**src/rtl/btn_conditioner.sv**
```systemverilog
// -----------------------------------------------------------------------------
// btn_conditioner
//
// Conditions the board push-buttons for the guessing-game controller. Each
// button is synchronised, debounced, and presented as a clean active-high
// level with single-cycle press and release strobes. Every bit is handled by
// its own independent synchroniser, debounce FSM and counter.
//
// Optional build macro: BTN_AUTOREPEAT_EN
//   When defined, a held button produces extra press_pulse strobes:
//   REPEAT_DELAY cycles after the press, then every REPEAT_PERIOD cycles.
//   When undefined, no hold counter exists and each debounced press yields
//   exactly one press_pulse.
//
// Ports:
//   clk50M        in   1      50 MHz system clock, rising edge
//   reset         in   1      synchronous active-high reset
//   btn_n         in   N_BTN  raw asynchronous buttons, 0 = pressed
//   level         out  N_BTN  debounced state, 1 = pressed
//   press_pulse   out  N_BTN  one-cycle strobe on 0->1 (plus auto-repeats)
//   release_pulse out  N_BTN  one-cycle strobe on 1->0
// -----------------------------------------------------------------------------
module btn_conditioner #(
   parameter int N_BTN           = 3,
   parameter int DEBOUNCE_CYCLES = 500000,
   parameter int REPEAT_DELAY    = 25000000,
   parameter int REPEAT_PERIOD   = 5000000
) (
   input  logic             clk50M,
   input  logic             reset,
   input  logic [N_BTN-1:0] btn_n,
   output logic [N_BTN-1:0] level,
   output logic [N_BTN-1:0] press_pulse,
   output logic [N_BTN-1:0] release_pulse
);

`ifdef BTN_AUTOREPEAT_EN
   // Debounce and hold counters share one width sized for the larger range.
   localparam int MAX_CNT = (REPEAT_DELAY > DEBOUNCE_CYCLES) ? REPEAT_DELAY
                                                             : DEBOUNCE_CYCLES;
`else
   // Repeat parameters have no effect in this build; the zero-weighted term
   // only keeps them referenced.
   localparam int MAX_CNT = DEBOUNCE_CYCLES + 0 * (REPEAT_DELAY + REPEAT_PERIOD);
`endif
   localparam int CNT_W = $clog2(MAX_CNT);

   typedef enum logic {
      ST_STABLE   = 1'b0,
      ST_COUNTING = 1'b1
   } state_t;

   // Synchroniser holds the inverted (active-high) button value, so the
   // released state is 0 in both stages.
   logic [N_BTN-1:0] s1_reg;
   logic [N_BTN-1:0] s2_reg;

   always_ff @(posedge clk50M) begin
      if (reset) begin
         s1_reg <= '0;
         s2_reg <= '0;
      end else begin
         s1_reg <= ~btn_n;
         s2_reg <= s1_reg;
      end
   end

   genvar gi;
   generate
      for (gi = 0; gi < N_BTN; gi++) begin : g_bit
         state_t           state_reg, state_next;
         logic [CNT_W-1:0] cnt_reg,   cnt_next;
         logic             level_reg, level_next;
         logic             press_reg, press_next;
         logic             rel_reg,   rel_next;
         logic             toggle;

         always_ff @(posedge clk50M) begin
            if (reset) begin
               state_reg <= ST_STABLE;
               cnt_reg   <= '0;
               level_reg <= 1'b0;
               press_reg <= 1'b0;
               rel_reg   <= 1'b0;
            end else begin
               state_reg <= state_next;
               cnt_reg   <= cnt_next;
               level_reg <= level_next;
               press_reg <= press_next;
               rel_reg   <= rel_next;
            end
         end

`ifdef BTN_AUTOREPEAT_EN
         logic [CNT_W-1:0] hold_reg, hold_next;

         always_ff @(posedge clk50M) begin
            if (reset) hold_reg <= '0;
            else       hold_reg <= hold_next;
         end
`endif

         always_comb begin
            state_next = state_reg;
            cnt_next   = cnt_reg;
            level_next = level_reg;
            press_next = 1'b0;
            rel_next   = 1'b0;
            toggle     = 1'b0;

            case (state_reg)
               ST_STABLE: begin
                  if (s2_reg[gi] != level_reg) begin
                     cnt_next   = CNT_W'(1);
                     state_next = ST_COUNTING;
                  end
               end
               ST_COUNTING: begin
                  if (s2_reg[gi] == level_reg) begin
                     // Bounce: discard the partial count entirely.
                     cnt_next   = '0;
                     state_next = ST_STABLE;
                  end else if (cnt_reg == CNT_W'(DEBOUNCE_CYCLES - 1)) begin
                     toggle     = 1'b1;
                     level_next = ~level_reg;
                     press_next = ~level_reg;
                     rel_next   = level_reg;
                     cnt_next   = '0;
                     state_next = ST_STABLE;
                  end else begin
                     cnt_next = cnt_reg + CNT_W'(1);
                  end
               end
               default: begin
                  cnt_next   = '0;
                  state_next = ST_STABLE;
               end
            endcase

`ifdef BTN_AUTOREPEAT_EN
            // hold_reg equals (cycles since press - 1); a repeat fires when it
            // reaches REPEAT_DELAY-1 and is then rewound so the next repeat
            // lands REPEAT_PERIOD cycles later. A toggle edge (the release)
            // clears it, so no repeat can coincide with release_pulse.
            hold_next = hold_reg;
            if (!level_reg || toggle) begin
               hold_next = '0;
            end else if (hold_reg == CNT_W'(REPEAT_DELAY - 1)) begin
               hold_next  = CNT_W'(REPEAT_DELAY - REPEAT_PERIOD);
               press_next = 1'b1;
            end else begin
               hold_next = hold_reg + CNT_W'(1);
            end
`endif
         end

         assign level[gi]         = level_reg;
         assign press_pulse[gi]   = press_reg;
         assign release_pulse[gi] = rel_reg;
      end
   endgenerate

endmodule

```
**config.mk**
```make
export PLATFORM = sky130hd
export DESIGN_NAME = btn_conditioner
export DESIGN_NICKNAME = d
export VERILOG_FILES = /design/src/rtl/btn_conditioner.sv
export SDC_FILE = /design/constraint.sdc
export NUM_CORES = 1
export LEC_CHECK = 0
export BUFFER_PORTS_ARGS = -buffer_cell sky130_fd_sc_hd__buf_2
export CELL_PAD_IN_SITES_DETAIL_PLACEMENT = 2
export CELL_PAD_IN_SITES_GLOBAL_PLACEMENT = 2
export CORE_ASPECT_RATIO = 1.5
export CORE_UTILIZATION = 33
export DETAILED_ROUTE_END_ITERATION = 8
export GPL_ROUTABILITY_DRIVEN = 0
export MAX_ROUTING_LAYER = met4
export PLACE_DENSITY = 0.72
export SLEW_MARGIN = 40
export SYNTH_ARGS = -nofsm -noshare
export SYNTH_HDL_FRONTEND = slang
export SYNTH_SLANG_ARGS = --single-unit
```
**constraint.sdc**
```tcl
create_clock -name clk50M -period 3.53 [get_ports clk50M]
set_input_delay 0.8825 -clock clk50M [delete_from_list [all_inputs] [get_ports clk50M]]
set_output_delay 0.8825 -clock clk50M [all_outputs]
set_load 0.05 [all_outputs]
```
==> out/results.tsv <==
metric	value	unit
synth_top_area_cell	dfxtp_1	
cpMostUsedCell	nand3_1	
ioPinCount	14	
vias_per_cell	5.67	
antenna_found_initial	0	
wire_per_inst	17.9	um
die-area	11900	um2
grt_usage	20.6	%
dp_cells	595	
ys_ff_latch	75	
cts_hold_buf	0	
preCtsSetupSlack	1.01	ns
ant_nets	0	
netlist_area	3800	um2
yosys.cell_types.count	55	
area_growth	11.7	%
fin_nets	468	
hp-start	s1_reg[2]	
critical_path_class	flop to flop	
cts_buffers	9	
cts_root_buffer	clkbuf_16	
wl_met1	4.39	mm
clk-insertion-delay-late	0.34	ns
synthTopCellsByCount	75 x dfxtp_1, 55 x nand3_1, 38 x nand2_1	
cts_sinks	75	
timing_hold_violations_final	0	
crit_path_end_kind	flop	
whs_path_depth	1	
htree_levels	3	
r2r-end	g_bit[0].rel_reg	
syn_inst	458	
grt_max_degree	38	
grt_pass1_wl	18.3	mm
highest_layer	met4	
cts_resized	0	
routed-wl-met3	205	um
p_per_area	454	nW/um2
die_w	89.6	um
worstHoldPathType	flop to flop	
finalSetupViolations	0	
portBuffers	13	
period_minus_slack	2.29	ns
synth_area_per_cell	8.29	um2
min_period_over_period	64.8	%
dr.pass1.iters	4	
rsz0062_at_grt	no	
drt-total-wl	11.0	mm
r2r_slack	1.24	ns
leakage	1.44	nW
dr.first_iter.drc_count	106	
worst-path-max-fanout	5	
vias	3472	
maxSlewHeadroom	50.1	%
fmax	437	MHz
setup_ws	1.24	ns
start_util	34.2	%
fin_cells	612	
crit_arrival	2.47	ns
synth_edf_count	0	
hpwl	7.79	mm
cts_tree	built	
yosysMostFrequentCell	dfxtp_1	
tightest_slew	0.739	ns
seq_area_frac_synth	39.5	%
irDropWorstVdd	262	uV
critical_path.max_stage_delay	0.53	ns
std_cell_rows	47	
grt_pass1_vias	3753	
clock_skew	0.00536	ns
maxCapViolCount	0	
clk_pin_slew	0.06	ns
layout-drive-gt1-share	10.8	%
met2_length	6.17	mm
worstSetupStartpointType	flop	
hold_end	s2_reg[2]	
diodes	0	
status	finished, final reports clean	
clockBufferDepth	2	
coreArea	11100	um2
dieHeight	133	um
synth_flop_cell	dfxtp_1	
drc	0	
synth_top_area_share	39.5	%
cp.required	3.71	ns
ys_async_sr_fraction	0	%
crit_slowest_cell	nor4_1	
drv_slew	0	
path_cells	ha_1, nand3_1, nor4_1, nand3_1, nor4b_1	
r2r-start	g_bit[0].cnt_reg[0]	
grt_overflow_total	0	
ff2ff_path_depth	5	
syn-num-nets	466	
synth_warnings	0	
post_cts_buffers	0	
tns	0	ns
largest_reg_flops	57	
synth_area_leaders	dfxtp_1 40%, nand3_1 7.2%, a21oi_1 4.3%	
[kinds of logic after synthesis]
kind of cell | count (synthesis) | synth area share (%)
adders and majority gates | 3 | 0.989
AOI/OAI and AO/OA | 92 | 15.4
DFF | 75 | 39.5
and+or+nand+nor | 225 | 32.9
muxes | 8 | 2.11
buffers and inverters | 47 | 6.79
xor gates and xnor gates | 8 | 2.24
[cell usage in the layout (no fill, tap or decap), types with 13 or more instances in the layout]
cell type / Yosys / routed
a21oi_1: 33 / 32
a31oi_1: 21 / 21
buf_2: 5 / 13
dfxtp_1: 75 / 75
inv_1: 17 / 17
nand2_1: 38 / 38
nand3_1: 55 / 55
nand4_1: 15 / 15
nor2_1: 29 / 29
or3_1: 18 / 18
[worst max-delay path by stage]
stage	from	cells past startpoint	to	slack (ns)
after floorplan	reset	5	g_bit[2].cnt_reg[7]	1.39
after global placement	reset	4	g_bit[0].cnt_reg[15]	1.08
after detailed placement	reset	4	g_bit[0].cnt_reg[6]	1.01
after CTS	g_bit[0].cnt_reg[0]	6	g_bit[0].cnt_reg[6]	1.19
after global routing	g_bit[0].cnt_reg[0]	5	g_bit[0].rel_reg	1.11
final	g_bit[0].cnt_reg[0]	5	g_bit[0].rel_reg	1.24
[worst max-delay path: cells and delay by family, from the launching register on]
| kind | cells | cell delay [ns] |
|---|---|---|
| AND/OR/NAND/NOR | 4 | 1.45 |
| adder cells (fa/ha/maj) | 1 | 0.26 |
| flip-flops | 1 | 0.42 |
[power by group]
group	internal (mW)	leakage, nW	switching (mW)
clock	0.624	0.152	0.388
sequential	0.853	0.606	0.00762
combinational	0.0174	0.679	0.0357
[per-layer routing]
metal  GRT usage, %  vias up
met5              -        -
met4           6.61        0
met3           4.21       13
met2           38.7       21
met1           20.2     1751
li1               -     1687
[stage by stage]
stage / util (%) / power (mW) / cell area [um2] / hold WS (ns)
2_1_floorplan: - / 0.913 / 3800 / 0.414
3_3_place_gp: 35.2 / 0.930 / 3910 / 0.428
3_5_place_dp: 35.2 / 0.933 / 3910 / 0.434
4_1_cts: 38.1 / 1.96 / 4240 / 0.459
5_1_grt: 38.2 / 2.00 / 4240 / 0.466
6_report: 38.2 / 1.93 / 4240 / 0.451
[final cells by class]
type                            count  area (um2)
Clock buffer                        9         225
Clock inverter                      7         101
Fill cell                        1261        6870
Inverter                           17        63.8
Multi-Input combinational cell    336        2040
Sequential cell                    75        1500
Tap cell                          147         184
Timing Repair Buffer               21         125
(Power assumes the default switching activity.)
